[config.mk]
export PLATFORM = sky130hd
export DESIGN_NAME = rx_mod_counter
export DESIGN_NICKNAME = d
export VERILOG_FILES = /design/src/rtl/rx_mod_counter.sv
export SDC_FILE = /design/constraint.sdc
export NUM_CORES = 1
export LEC_CHECK = 0
export BUFFER_PORTS_ARGS = -buffer_cell sky130_fd_sc_hd__buf_4
export CORE_MARGIN = 2
export CORE_UTILIZATION = 50
export DETAILED_ROUTE_END_ITERATION = 8
export PLACE_DENSITY = 0.78
export SLEW_MARGIN = 0
export SYNTH_ARGS = -nofsm -noshare
export SYNTH_HDL_FRONTEND = slang
export SYNTH_SLANG_ARGS = --single-unit
export TNS_END_PERCENT = 100
[constraint.sdc]
create_clock -name clk -period 2.75 [get_ports clk]
set_clock_uncertainty 0.15 [all_clocks]
set_input_delay 0.275 -clock clk [delete_from_list [all_inputs] [get_ports clk]]
set_output_delay 0.275 -clock clk [all_outputs]
set_load 0.02 [all_outputs]
[src/rtl/rx_mod_counter.sv]
// Parametrised modulo counter for receive framing: up/down, wrap or saturate, clear/load, tc pulse.
// Define RX_CNT_WRAP_STATS_EN to build the wrap_cnt port and its WRAP_W-bit event counter.
module rx_mod_counter #(
  parameter int WIDTH  = 4
`ifdef RX_CNT_WRAP_STATS_EN
  , parameter int WRAP_W = 8
`endif
) (
  input  logic             clk,
  input  logic             rst,
  input  logic             clear,
  input  logic             load,
  input  logic [WIDTH-1:0] load_val,
  input  logic             count_en,
  input  logic             dir,
  input  logic [WIDTH-1:0] limit,
  input  logic             sat,
  output logic [WIDTH-1:0] count,
  output logic             tc,
  output logic             at_max,
  output logic             at_zero
`ifdef RX_CNT_WRAP_STATS_EN
  , output logic [WRAP_W-1:0] wrap_cnt
`endif
);

  logic [WIDTH-1:0] step_val;
  logic             end_ev;

  // Step result. Every increment is guarded by count < limit and every
  // decrement by count != 0, so the result always fits in WIDTH bits.
  always_comb begin
    step_val = count;
    end_ev   = 1'b0;
    if (dir) begin
      if (count < limit) begin
        step_val = count + WIDTH'(1);
      end else begin
        end_ev   = 1'b1;
        step_val = sat ? limit : '0;
      end
    end else begin
      if (count > limit) begin
        step_val = limit;
      end else if (count != '0) begin
        step_val = count - WIDTH'(1);
      end else begin
        end_ev   = 1'b1;
        step_val = sat ? '0 : limit;
      end
    end
  end

  always_ff @(posedge clk) begin
    if (rst || clear) begin
      count <= '0;
      tc    <= 1'b0;
    end else if (load) begin
      count <= load_val;
      tc    <= 1'b0;
    end else if (count_en) begin
      count <= step_val;
      tc    <= end_ev;
    end else begin
      tc    <= 1'b0;
    end
  end

`ifdef RX_CNT_WRAP_STATS_EN
  // Counts wrap-mode end events only; sticks at all-ones.
  always_ff @(posedge clk) begin
    if (rst || clear)
      wrap_cnt <= '0;
    else if (!load && count_en && end_ev && !sat && (wrap_cnt != '1))
      wrap_cnt <= wrap_cnt + WRAP_W'(1);
  end
`endif

  assign at_max  = (count == limit);
  assign at_zero = (count == '0);

endmodule

### Word level (Yosys, flattened, before mapping)

Index checks and enable logic that the tools add are counted.

| word-level totals | value |
|---|---|
| register bits | 5 |
| bits in latches | 0 |
| memory bits (writable) | 0 |
| memory bits (read-only) | 0 |
| output and inout bits | 7 |
| word-level logic and storage cells | 25 |
| memories | 0 |

| cells by class | value |
|---|---|
| $add $sub $neg | 2 |
| multiply operators | 0 |
| div/mod/pow operators | 0 |
| $lt $le $gt $ge | 2 |
| equal/unequal tests | 1 |
| shifts and indexed selects | 0 |
| mux-type cells | 12 |
| bitwise operators | 1 |
| reductions and logical operators | 5 |

Operator list:

| kind | number |
|---|---|
| $mux 4 | 8 |
| $add 4x1->4 const B | 1 |
| $eq 4x4->1 | 1 |
| $gt 4x4->1 | 1 |
| $logic_not 4->1 | 1 |
| $lt 4x4->1 | 1 |
| $mux 1 | 4 |
| $reduce_bool 4->1 | 1 |
| $sub 4x1->4 const B | 1 |
| $reduce_or 3->1 | 1 |
| $reduce_bool 2->1 | 1 |
| $logic_or 1x1->1 | 1 |
| $not 1->1 | 1 |

### Logic depth before layout (Yosys ltp)

Gate-level depths: netlist of run 1.

| depth | value |
|---|---|
| depth after elaboration | 6 |
| depth in mapped cells | 7 |
| depth with buffers taken out | 7 |

### Least setup slack after synthesis of run 1

OpenSTA, ideal clock, no wires.

| path | value |
|---|---|
| path kind | register to register |
| start point | register count[0] |
| end point | register count[3] |
| setup time | 0.121 ns |
| arrival time | 1.923 ns |
| setup slack | 0.555 ns |
| cell stages (with the launch flop) | 7 |
| path buffers | 0 |
| period minus slack after synthesis | 2.195 ns |
| cell sequence | dfxtp_1 inv_1 ha_1 nor3b_1 nor3_1 a221oi_1 nand2_1 |

| on the way | value |
|---|---|
| word-level cells in the longest chain between the ends | 6 |

Ends and longest elaborated chain:

| element | RTL line | RTL |
|---|---|---|
| from (decl) | 18 | `output logic [WIDTH-1:0] count,` |
| from (signal assigned) | 59 | `count <= load_val;` |
| from (signal assigned) | 62 | `count <= step_val;` |
| $sub 4x1->4 / $reduce_bool 4->1 (equally long branches) | 46, 45 |  |
| $mux 4 | 45 | `end else if (count != '0) begin` |
| $mux 4 | 43 | `if (count > limit) begin` |
| $mux 4 * | 35 | `if (dir) begin` |
| $mux 4 * | 61 | `end else if (count_en) begin` |
| $mux 4 * | 58 | `end else if (load) begin` |

Mark *: on every way between the ends. The rest lies on a longest branch, timed or not. The select of a mux whose other input is x is not followed.
A chain may end at the register's enable or synchronous reset.

### Worst setup path in the final report of run 1

| path | value |
|---|---|
| start point | register count[0] |
| end point | output at_zero |

| on the way | value |
|---|---|
| word-level cells in the longest chain between the ends | 1 |

Ends and longest elaborated chain:

| element | RTL line | RTL |
|---|---|---|
| $logic_not 4->1 | 80 | `assign at_zero = (count == '0);` |
| to (decl) | 21 | `output logic at_zero` |

No other way between the ends.

==> results of run 1 <==
[power by group]
| group | internal, mW | total [mW] | switching, mW |
|---|---|---|---|
| logic | 0.0653 | 0.139 | 0.0737 |
| clock network | 0.0552 | 0.0899 | 0.0348 |
| registers | 0.0761 | 0.0841 | 0.00805 |
[per-layer routing]
layer  vias up  GRT usage  wire length, um
met2        49      0.431             1010
met5         -          0                0
met1       385      0.307              863
met3        11     0.0647              166
li1        401          -                -
met4         0      0.125               64
[metrics by stage]
| stage | total power [mW] | util | instance area (sq um) | setup slack, ns | cells |
|---|---|---|---|---|---|
| 2_1_floorplan | 0.173 | - | 736 | 0.555 | 95 |
| 3_3_place_gp | 0.218 | 0.670 | 893 | 0.580 | 128 |
| 3_5_place_dp | 0.222 | 0.670 | 893 | 0.525 | 128 |
| 4_1_cts | 0.310 | 0.689 | 920 | 0.473 | 132 |
| 5_1_grt | 0.330 | 0.689 | 920 | 0.247 | 132 |
| 6_report | 0.313 | 0.689 | 920 | 0.415 | 132 |
[worst min path at each step]
| stage | from | endpoint | slack (ns) | depth (start not counted) |
|---|---|---|---|---|
| 2_1_floorplan | rst | count[1] | 0.32 | 2 |
| 3_5_place_dp | rst | count[1] | 0.45 | 3 |
| 5_1_grt | rst | count[1] | 0.20 | 3 |
| 6_report | rst | count[1] | 0.18 | 3 |
| 4_1_cts | rst | count[1] | 0.19 | 3 |
| 3_3_place_gp | rst | count[1] | 0.44 | 3 |
[worst max-delay path: cells and delay by family (launching register included)]
kind | cells | cell delay (ns)
simple gates | 1 | 0.64
buf+inv | 2 | 0.40
flops | 1 | 0.39
fa+ha+maj | 1 | 0.23
[cell usage in the layout (no fill, tap or decap), drive strengths merged, types with 3 or more instances in the layout]
cell type   n
nor2b       5
a221oi      5
nor2        8
o21ai       6
buf        21
ha          6
a21oi       9
or3         3
o211ai      4
clkbuf      4
dfxtp       5
nor3        5
nor4b       3
inv         5
nand2       6
[logic make-up (layout without fill, tap and decap cells)]
logic type	after synthesis	in the layout	synth area share
AND/OR/NAND/NOR	40	40	0.333
AO/OA/AOI/OAI	30	30	0.310
buffers and inverters	9	31	0.0561
adder cells (fa/ha/maj)	6	6	0.102
flip-flops	5	5	0.136
XOR/XNOR	3	3	0.0357
multiplexers	2	2	0.0272
[area by class of cell]
class,instances,share of cell area
clock buffers,4,0.0286
inverters,6,0.0245
multi-input cells,81,0.646
flip-flops and latches,5,0.109
well taps,15,0.0204
repair buffers,21,0.171
[synth_stat cells (2+ instances only)]
library cell / number
ha_1: 6
nand2b_1: 2
xnor2_1: 2
o21ai_0: 4
inv_1: 5
clkbuf_1: 2
nor2b_1: 4
dfxtp_1: 5
a221oi_2: 3
a21oi_1: 9
nand3_1: 2
nand2_1: 6
a22o_1: 2
or3_1: 2
nor3b_1: 2
mux2i_1: 2
nor2_1: 8
nor3_1: 5
nor4b_2: 2
o211ai_1: 4
a221oi_1: 2
[sequential cells by signal (all words and copies together), names as in the netlist]
name and count:
tc 1, count 4
==> results.md, run 1 <==
Status:
- The flow ran to the end, and the final reports show no timing, DRC or antenna violations.

Route:
- The average detailed-routed wire length per instance is 15.9 um.
- The detailed router placed 846 vias in this run.
- After detailed routing, the total wire length is 2110 um.
- In the routed design, unresolved DRC markers number 0.
- In this run the remaining antenna-violating nets after routing total 0.
- In the routed layout, each cell is associated on average with a via count of 6.41.
- The first-pass detailed-route iteration total is 4.
- For this block, the initial DRC count from the detailed router was 37.

Finish:
- Of the cells placed in the final design, the portion with a size suffix greater than 1 is 0.299.
- For this run, the post-layout net count is 139.
- The count of fill cells added during filler insertion is 133.
- The multi-input combinational cells in the finished layout cover a total of 594 sq um.
- The count of inserted antenna diode cells is 0.
- Relative to the synthesized area, the layout overhead comes to 25.0%.
- In the final layout, flip-flops and latches occupy 100 sq um.

STA:
- The setup total negative slack is 0 ns.
- The final period utilization is 0.849.
- Setup repair after global routing left no endpoint under its margin.
- The number of endpoints failing setup at the final stage is 0.
- The minimum clock period after layout is 2.33 ns.
- The worst hold slack across all endpoints is 0.184 ns.
- The actual slew at the worst max-slew pin is 0.734 ns.
- Based on the critical path, the design can be clocked at up to 428 MHz.
- The final count of hold timing violations is 0.
- The number of pins exceeding their max-slew limit in the final report is 0.
- The normalized max-slew margin is 0.510.

CTS:
- The buffers inserted during post-CTS setup optimization is 0.
- No sink is reached through more buffers than the 2 on the longest clock path.
- Clock tree synthesis inserted a total of 3 buffers.
- For the worst-skew pair, the clock arrives at the later sink with an insertion delay of 0.25 ns.
- TritonCTS built the clock tree.
- The clock root buffer master is clkbuf_4.
- CTS built an H-tree with a depth of 1.
- The clock transition at the register clock pins on the worst setup and hold paths after CTS is 0.04 ns.
- The number of hold buffers added after CTS is 0.
- After clock tree synthesis, the repair step resized 0 gates.
- The number of clock sinks is 5.

Logic synthesis:
- Of the synthesized area, sequential elements account for 0.136.
- The synthesized cell area is 736 sq um.
- The number of flops mapped to enable cells by yosys is 0.
- The number of warnings reported in the yosys synthesis log is 0.
- The net count after synthesis is 116.
- In the synthesized netlist the async set-or-reset flop fraction comes to 0.
- After synthesis, the cell types taking the most area are dfxtp_1, ha_1, a21oi_1, a221oi_2, nor2_1.
- In this run the mean area of a mapped cell was 7.74 sq um.
- The largest total area in the synthesized netlist belongs to dfxtp_1.
- Synthesis handed over a netlist of 95 instances.
- The fraction of post-synthesis cell area in the top cell type by area is 0.136.
- The count of state elements after synthesis is 5.
- Counting distinct cell types in the post-synthesis netlist gives 37.
- Among all flip-flop cells after synthesis, the most frequent one is dfxtp_1.

Place:
- The count of input and output buffers is 21.
- The HPWL after detailed placement is 1720 um.
- The final estimated routing congestion in global placement is 0.823.

Flow run:
- The number of violations of the max-capacitance limit is 0.

Setup path:
- The cell with the biggest individual delay on the critical path is nor3b_1.
- The reg-to-reg critical path startpoint is count[3].
- The critical path ends at at_zero.
- The biggest cell delay along the critical path is 0.64 ns.
- Counting cells, the worst reg-to-reg path comes to 6.
- The data arrival at the endpoint of the critical path is 1.91 ns.
- Of all nets on the critical path, the largest fanout is 9.
- The critical path launch point is count[0].
- The critical path capture point type is an output port.
- The type of the setup path with the least slack is flip-flop to output port.
- The setup check on the worst reg-to-reg path leaves a slack of 0.50 ns.
- The worst setup path is launched from a flip-flop.
- The endpoint of the worst register-to-register path is count[0].
- The critical path goes through inv_1 > ha_1 > nor3b_1 > buf_4.
- The required time at the worst-slack endpoint is 2.33 ns.

Global route:
- The total overflow left after global routing is 0.
- The first global-routing pass estimated 3530 um of wire.
- The largest net degree at the start of global routing is 14.
- The initial antenna violation count is 0.
- Across every metal layer, demand over resource in global routing totals 0.259.
- The number of global-route vias before repair is 817.

Die:
- The number of cell rows is 13.
- The number of I/O pins is 22.
- The initial utilization of the core area, before any placement, comes to 0.552.
- The die span in x is 42.4 um.
- The core region is 1330 sq um.
- The floorplan die height is 42.4 um.
- The die covers 1790 sq um.

Power:
- In this run the power density over the cells is 340 nW/um^2.
- The leakage power of the design is 0.395 nW.
- VDD sags by at most 0.000290 V.

Worst hold path:
- The path category of the worst min-delay check is primary input to flip-flop.
No activity file was read; power rests on OpenSTA's default activity.
==> run 2: changes to the inputs <==
--- a/config.mk
+++ b/config.mk
@@ -5,11 +5,12 @@
 export SDC_FILE = /design/constraint.sdc
 export NUM_CORES = 1
 export LEC_CHECK = 0
+export ABC_AREA = 1
 export BUFFER_PORTS_ARGS = -buffer_cell sky130_fd_sc_hd__buf_4
 export CORE_MARGIN = 2
-export CORE_UTILIZATION = 50
+export CORE_UTILIZATION = 43
 export DETAILED_ROUTE_END_ITERATION = 8
-export PLACE_DENSITY = 0.78
+export PLACE_DENSITY = 0.73
 export SLEW_MARGIN = 0
 export SYNTH_ARGS = -nofsm -noshare
 export SYNTH_HDL_FRONTEND = slang
==> constraint.sdc (replaced) <==
create_clock -name clk -period 1.9 [get_ports clk]
set_clock_uncertainty 0.15 [all_clocks]
set_input_delay 0.19 -clock clk [delete_from_list [all_inputs] [get_ports clk]]
set_output_delay 0.19 -clock clk [all_outputs]
set_load 0.02 [all_outputs]
==> run 2 against run 1 <==
Sequential cell count did not move. Routed wire length fell by 18%. Register-to-register slack got worse by 0.35 ns. Area after synthesis shrank 13%. Final area down 4.6%. Die area up 1.3%. Critical path type is now flip-flop to flip-flop. Largest power group unchanged.
==> results.md, run 2 <==
CTS:
- The number of buffers inserted during clock tree synthesis came to 3 (unchanged).
- Clock tree synthesis selected as its root buffer the cell clkbuf_4.
- The clock tree from TritonCTS is yes.
- The later-pin clock latency in the skew report is 0.24 ns (about the same).
- The number of buffers on the longest clock path was 2 (unchanged).
- The clock transition at the register clock pins on the worst setup and hold paths after CTS was 0.04 ns (about the same).
- The number of H-tree levels is 1 (unchanged).
- The buffers inserted during post-CTS setup optimization was 0 (unchanged).
- The number of clock sinks came to 5 (unchanged).

Route:
- The via count of the routed design was 788 (-6.9%).
- The count of unresolved DRC violations after routing is 0 (unchanged).
- The average detailed-routed wire length per instance is 11.0 um (-31%).
- The first-iteration detailed-routing DRC count was 13 (-65%).
- The final routed wirelength across all metal layers is 1720 um (-18%).
- The number of nets with antenna violations after detailed routing came to 0 (unchanged).
- The detail-routed via count per cell came to 5.05 (-21%).
- The first-pass detailed-route iteration total is 4 (unchanged).

Logic synthesis:
- Among all cell types in the netlist, the one instantiated most often is nand2_1.
- After synthesis, the cell types taking the most area are nand2_1, dfxtp_1, ha_1, inv_1, nand3_1.
- The number of cells produced by synthesis is 112 (+18%).
- The count of state elements after synthesis came to 5 (unchanged).
- By count the netlist is led by nand2_1, inv_1, nand3_1, o21ai_0.
- The fraction of post-synthesis cell area in the top cell type by area was 0.216 (+0.0803).
- The synthesized cell area is 642 sq um (-13%).
- The number of flops mapped to enable cells by yosys is 0 (unchanged).
- The number of distinct library cells after synthesis is 18 (-51%).
- The share of async-settable or async-resettable flops after synthesis is 0 (unchanged).
- The proportion of synthesized chip area in sequential cells was 0.156 (+0.0199).
- The most frequently used flop master after synthesis is dfxtp_1.
- The synthesized area per cell was 5.73 sq um (-26%).
- The synthesized design spends more area on one cell type than any other, namely nand2_1.
- The number of warnings reported in the yosys synthesis log came to 0 (unchanged).
- The net count after synthesis is 133 (+15%).

STA:
- For this run, the top clock speed supported by timing is 573 MHz.
- The setup total negative slack is 0 ns (unchanged).
- The minimum clock period after layout is 1.75 ns.
- The actual slew at the worst max-slew pin came to 0.280 ns (-0.454 ns).
- The setup slack after layout is 0.154 ns (-0.262 ns).
- Setup repair after global routing left no endpoint under its margin.
- The final period utilization is 0.919.
- The normalized max-slew margin came to 0.813 (+0.304).
- The number of pins exceeding their max-slew limit in the final report came to 0 (unchanged).
- The final count of hold timing violations is 0 (unchanged).
- The number of endpoints failing setup at the final stage was 0 (unchanged).

Die:
- The number of I/O pins came to 22 (unchanged).
- The effective utilization at floorplan is 0.475 (-0.0762).
- The area of the die is 1820 sq um (+1.3%).
- The floorplan die height was 42.6 um (+0.65%).
- The die span in x came to 42.6 um (+0.65%).
- The number of cell rows came to 13 (unchanged).
- The area of the core came to 1350 sq um (+1.2%).

Setup path:
- The cell with the biggest individual delay on the critical path is dfxtp_1.
- The sum of buffers and inverters on the critical path came to 0 (-2).
- The critical path capture point type is a flip-flop.
- The required time at the worst-slack endpoint is 1.89 ns (-0.44 ns).
- The kind of start point of the critical path is a flip-flop.
- The top cell family by delay on the critical path is simple AND/OR/NAND/NOR gates.
- The data arrival at the endpoint of the critical path is 1.73 ns (-0.18 ns).
- Traced cell by cell, the critical path runs through ha_1 > a21oi_2 > nand2_4 > nand2_4 > nand2_2 > nand2_1 > nand2_1 > nand2_1 > nand2_1 > nand2_1 > nand2_1.
- The largest fanout of any net on the critical path was 8 (-1).
- By instance count, the cell type seen most on the critical path is nand2_1.
- The worst setup path is of the flip-flop to flip-flop kind.
- The biggest cell delay along the critical path was 0.31 ns (-0.33 ns).

Finish:
- In the final layout, the registers with the most flip-flops are count: 4 flops, tc: 1 flops.
- The number of standard cells in the layout, taps in and fillers out is 156 (+18%).
- The top cell types in the final layout, fill and taps aside, are nand2_1, buf_4, inv_1.
- The number of flip-flops under the largest register name is 4 (unchanged).
- The count of inserted antenna diode cells is 0 (unchanged).
- count holds more flip-flops than any other register.
- The net count of the finished layout is 163 (+17%).
- The fraction of final layout cells sized beyond drive strength 1 is 0.277 (-0.0225).
- The final core utilization is 0.650 (-0.0398).
- The library cell used most frequently in the layout, excluding fill and tap cells, is nand2_1.
- The layout overhead on the synthesized area is 36.6%.

Global route:
- The global router's overall resource usage came to 0.202 (-0.0566).
- The wire length of the first global-routing pass was 2840 um (-20%).
- The number of global-route vias before repair is 687 (-16%).
- The remaining global-route overflow is 0 (unchanged).
- The largest net degree at the start of global routing is 9 (-5).
- The initial antenna violation count is 0 (unchanged).

Power:
- The switching part of the total power came to 0.357 (-0.0156).
- The share of power burned in combinational logic is 0.437 (-0.007).
- The switching power is 0.147 mW (+26%).
- The total design power is 0.413 mW (+32%).
- The power density over the cells was 471 nW/um^2 (+38%).
- The internal portion of total power is 0.266 mW (+35%).
- The clock power share was 0.290 (+0.003).
- The relative contribution of sequential cells to total power is 0.273 (+0.004).
- The peak supply drop is 0.000345 V (+19%).
- The leakage power of the design is 0.513 nW (+30%).

Flow run:
- The number of violations of the max-capacitance limit is 0 (unchanged).

Place:
- The worst slack at placement came to 0.107 ns (-0.418 ns).
- The final estimated routing congestion in global placement is 0.857 (+4.0%).
- The half-perimeter wire length after placement is 1470 um (-15%).
- The cell count after placement is 152 (+19%).
- The count of input and output buffers is 21 (unchanged).

Worst hold path:
- The path category of the worst min-delay check is primary input to flip-flop.

Status:
- The run finished with clean final reports.
==> run 2: changes by cell type after synthesis, moves of 3 or more <==
cell	change
a221oi_2	-3
o21ai_0	+3
nand2_1	+31
a21oi_1	-6
nor2b_1	-4
nor3_1	-5
nand3_1	+11
inv_1	+15
o211ai_1	-4
==> run 2: final cells by class <==
cell class | count | area (sq um)
clock buffer | 4 | 26.3
fill | 127 | 473
inverter | 21 | 78.8
multi-input combinational | 86 | 465
sequential | 5 | 100
tap | 15 | 18.8
timing repair buffer | 25 | 188
==> run 2: repair_timing <==
action                     in CTS  in global routing
resized for setup               0                  2
setup endpoints to repair       0                  1
hold buffers                    0                  0
==> run 2: stage by stage <==
| stage | area, sq um | hold WS [ns] |
|---|---|---|
| after detailed placement | 848 | 0.321 |
| after global routing | 877 | 0.0749 |
| final | 877 | 0.0675 |
| after CTS | 875 | 0.0645 |
| after floorplan | 642 | 0.220 |
| after global placement | 848 | 0.318 |
==> run 2: path summary, 6_finish.rpt <==
check	end	depth (start not counted)	start	slack (ns)
hold reg to reg	count[0]	4	count[0]	0.52
setup / recovery	count[0]	11	count[3]	0.15
setup reg to reg	count[0]	11	count[3]	0.15
hold / removal	count[0]	4	rst	0.07
==> run 2: logic make-up (layout without fill, tap and decap cells) <==
group	Yosys count	after routing	synth area share
adder cells (fa/ha/maj)	6	6	0.117
AO/OA/AOI/OAI	14	14	0.129
AND/OR/NAND/NOR	65	65	0.462
flip-flops	5	5	0.156
buffers and inverters	21	50	0.123
XOR/XNOR	1	1	0.0136
==> run 2: worst min-delay path: cells and delay by family <==
kind                   cells  cell delay [ns]
and+or+nand+nor            3             0.14
buffers and inverters      1             0.07
==> run 2: power groups by stage <==
| stage | logic [mW] | clock network (mW) | registers [mW] |
|---|---|---|---|
| finish | 0.180 | 0.120 | 0.113 |
| global route | 0.202 | 0.133 | 0.113 |
| CTS | 0.179 | 0.126 | 0.112 |
| detailed placement | 0.178 | 0 | 0.114 |
| global placement | 0.176 | 0 | 0.114 |
| floorplan | 0.103 | 0 | 0.122 |
==> run 2: metal layers <==
| metal | vias to the layer above | part of all wire | global-route usage |
|---|---|---|---|
| met4 | 0 | 0 | 0.0188 |
| met5 | - | 0 | 0 |
| met2 | 16 | 0.50 | 0.358 |
| li1 | 414 | - | - |
| met3 | 0 | 0.050 | 0.0819 |
| met1 | 358 | 0.45 | 0.234 |
==> run 3: changes to the inputs <==
==> constraint.sdc (replaced) <==
create_clock -name clk -period 1.9 [get_ports clk]
set_clock_uncertainty 0.15 [all_clocks]
set_input_delay 0.095 -clock clk [delete_from_list [all_inputs] [get_ports clk]]
set_output_delay 0.095 -clock clk [all_outputs]
set_load 0.02 [all_outputs]
==> run 3 against run 2 <==
Clock-buffer cell count unchanged. Combinational power increased by 4%. Core utilization is 2.0 points higher. Sequential cell count unchanged. Total power is 4.3% higher. Global-route usage increased by 1.8 points. Clock power rose by 10%. Sequential power hardly changed. Largest cell class unchanged.
==> results.md, run 3 (same netlist as run 2, synthesis figures left out) <==
Die:
- The area of the die was 1820 sq um (unchanged).
- The die span in x was 42.6 um (unchanged).
- The effective utilization at floorplan is 0.475 (unchanged).
- The floorplan die height is 42.6 um (unchanged).
- The number of cell rows is 13 (unchanged).
- The number of I/O pins came to 22 (unchanged).
- The area of the core is 1350 sq um (unchanged).

Route:
- The average detailed-routed wire length per instance is 11.7 um (+6.3%).
- The first-iteration detailed-routing DRC count came to 24 (+11).
- The number of nets with antenna violations after detailed routing is 0 (unchanged).
- The detail-routed via count per cell came to 5.15 (+2.0%).
- The via count of the routed design is 819 (+3.9%).
- The first-pass detailed-route iteration total is 4 (unchanged).
- The count of unresolved DRC violations after routing is 0 (unchanged).
- The final routed wirelength across all metal layers is 1870 um (+8.4%).

Power:
- The switching power is 0.161 mW (+9.3%).
- The clock power share was 0.306 (+0.016).
- The relative contribution of sequential cells to total power is 0.260 (-0.013).
- The total design power is 0.430 mW (+4.3%).
- The leakage power of the design is 0.526 nW (+2.6%).
- The power density over the cells is 476 nW/um^2 (+1.1%).
- The share of power burned in combinational logic is 0.434 (-0.003).
- The internal portion of total power is 0.270 mW (+1.5%).
- The peak supply drop is 0.000270 V (-22%).
- The switching part of the total power is 0.374 (+0.0171).

Finish:
- The count of inserted antenna diode cells is 0 (unchanged).
- The fraction of final layout cells sized beyond drive strength 1 is 0.257 (-0.0197).
- The count of fill cells added during filler insertion is 136 (+7.1%).
- The net count of the finished layout is 166 (+1.8%).
- Compared with the post-synthesis result, the final layout area differs by 40.9%.
- The total area of multi-input combinational cells is 463 sq um (-0.54%).
- The register area was 100 sq um (unchanged).
- count holds more flip-flops than any other register.
- In the layout the commonest cells are nand2_1, buf_4, inv_1.
- The most common cell after layout, fill and taps aside is nand2_1.
- The largest registers in the layout are count: 4 flops, tc: 1 flops.
- The number of flip-flops under the largest register name was 4 (unchanged).

STA:
- The minimum clock period after layout was 1.74 ns (-0.00228 ns).
- The actual slew at the worst max-slew pin was 0.274 ns (-0.00625 ns).
- The final period utilization was 0.918 (-0.00120).
- Setup repair after global routing left no endpoint under its margin.
- The number of endpoints failing setup at the final stage was 0 (unchanged).
- The upper clock frequency limit was 573 MHz (+0.13%).
- The final count of hold timing violations was 0 (unchanged).
- The normalized max-slew margin is 0.817 (+0.00417).
- The number of pins exceeding their max-slew limit in the final report came to 0 (unchanged).
- The setup total negative slack is 0 ns (unchanged).
- The setup slack after layout is 0.156 ns (+0.00228 ns).

Global route:
- The wire length of the first global-routing pass is 2950 um (+3.9%).
- The global-route met2 utilization was 0.358 (unchanged).
- The global router's overall resource usage came to 0.220 (+0.0177).
- The global routing met3 resource utilization is 0.0690 (-0.0129).
- The most heavily used metal layer in global routing is met2.
- The remaining global-route overflow was 0 (unchanged).
- The met1 usage is 0.286 (+0.0521).
- The number of global-route vias before repair is 684 (-0.44%).
- The initial antenna violation count is 0 (unchanged).
- The largest net degree at the start of global routing came to 9 (unchanged).

CTS:
- The number of cells upsized or downsized after cts is 0 (unchanged).
- The clock transition at the register clock pins on the worst setup and hold paths after CTS is 0.05 ns (about the same).
- CTS placed an instance of clkbuf_4 at the clock tree root.
- The later-pin clock latency in the skew report is 0.25 ns (about the same).
- The number of H-tree levels is 1 (unchanged).
- The number of buffers on the longest clock path came to 2 (unchanged).
- The number of buffers inserted during clock tree synthesis is 3 (unchanged).
- The number of clock sinks is 5 (unchanged).
- The clock tree from TritonCTS is yes.
- The buffers inserted during post-CTS setup optimization is 0 (unchanged).

Place:
- The final estimated routing congestion in global placement is 0.898 (+4.9%).
- The half-perimeter wire length after placement is 1450 um (-0.89%).
- The count of input and output buffers is 21 (unchanged).
- The worst slack at placement is 0.149 ns (+0.0422 ns).

Setup path:
- The top cell family by delay on the critical path is simple AND/OR/NAND/NOR gates.
- The required time at the worst-slack endpoint is 1.94 ns (+0.05 ns).
- The data arrival at the endpoint of the critical path is 1.78 ns (+0.05 ns).
- The depth of the worst register-to-register path came to 11 (unchanged).
- The largest fanout of any net on the critical path is 6 (-2).
- The worst setup path is of the flip-flop to flip-flop kind.
- The kind of start point of the critical path is a flip-flop.
- The biggest cell delay along the critical path is 0.30 ns (about the same).
- STA classifies the critical path endpoint as a flip-flop.
- The signal on the critical path passes through inv_1 > ha_1 > inv_1 > nor2_2 > nand2_2 > or2_1 > nand2_2 > nand2_1 > nand3_1 > nand2_1 > a21oi_2.
- The count of cell instances traversed by the critical path was 11 (unchanged).
- The sum of buffers and inverters on the critical path was 2 (+2).
- The cell with the biggest individual delay on the critical path is dfxtp_1.

Flow run:
- The number of violations of the max-capacitance limit is 0 (unchanged).

Worst hold path:
- The path category of the worst min-delay check is primary input to flip-flop.
- The worst hold path depth came to 3 (-1).

Status:
- The run finished with clean final reports.
==> run 3: cell count changes in the layout (fill, tap and decap cells not counted), sizes merged <==
cell         change
dlygate4sd3      +3
==> run 3: worst reg2reg max path: stages, from the launching register on <==
cell	delay, ns
dfxtp_1	0.30
inv_1	0.16
ha_1	0.20
inv_1	0.05
nor2_2	0.11
nand2_2	0.10
or2_1	0.23
nand2_2	0.08
nand2_1	0.06
nand3_1	0.08
nand2_1	0.07
a21oi_2	0.11
==> run 3: power by group through the flow <==
stage          sequential (mW)  combinational, mW  clock (mW)
3_3_place_gp             0.114              0.177           0
5_1_grt                  0.112              0.208       0.142
3_5_place_dp             0.114              0.179           0
2_1_floorplan            0.122              0.103           0
6_report                 0.112              0.187       0.132
4_1_cts                  0.112              0.185       0.134
==> run 3: layout make-up <==
cell class                 count  share of cell area
multi-input combinational     86               0.512
tap                           15              0.0207
clock buffer                   4              0.0290
timing repair buffer          28               0.241
inverter                      21              0.0871
sequential                     5               0.111
==> run 3: repair_timing <==
action | 4_1_cts | 5_1_grt
hold endpoints to repair | 2 | 0
hold buffers | 3 | 0
setup endpoints to repair | 0 | 0
==> run 3: per-stage QoR <==
| step | utilization | std cells | hold WS [ns] | instance area, sq um |
|---|---|---|---|---|
| 3_3_place_gp | 0.628 | 152 | 0.231 | 848 |
| 2_1_floorplan | - | 112 | 0.125 | 642 |
| 6_report | 0.670 | 159 | 0.0197 | 905 |
| 3_5_place_dp | 0.628 | 152 | 0.231 | 848 |
| 4_1_cts | 0.670 | 159 | 0.0104 | 905 |
| 5_1_grt | 0.670 | 159 | 0.0343 | 905 |
==> run 3: final timing paths <==
path / end / slack, ns / start
setup reg to reg: count[3] / 0.16 / count[0]
hold reg to reg: count[1] / 0.57 / count[1]
setup / recovery: count[3] / 0.16 / count[0]
hold / removal: count[2] / 0.02 / load_val[2]
==> run 3: routing by layer <==
| layer | share of wire | vias to the layer above |
|---|---|---|
| li1 | - | 420 |
| met1 | 0.46 | 365 |
| met2 | 0.47 | 30 |
| met3 | 0.059 | 4 |
| met4 | 0.0091 | 0 |
| met5 | 0 | - |
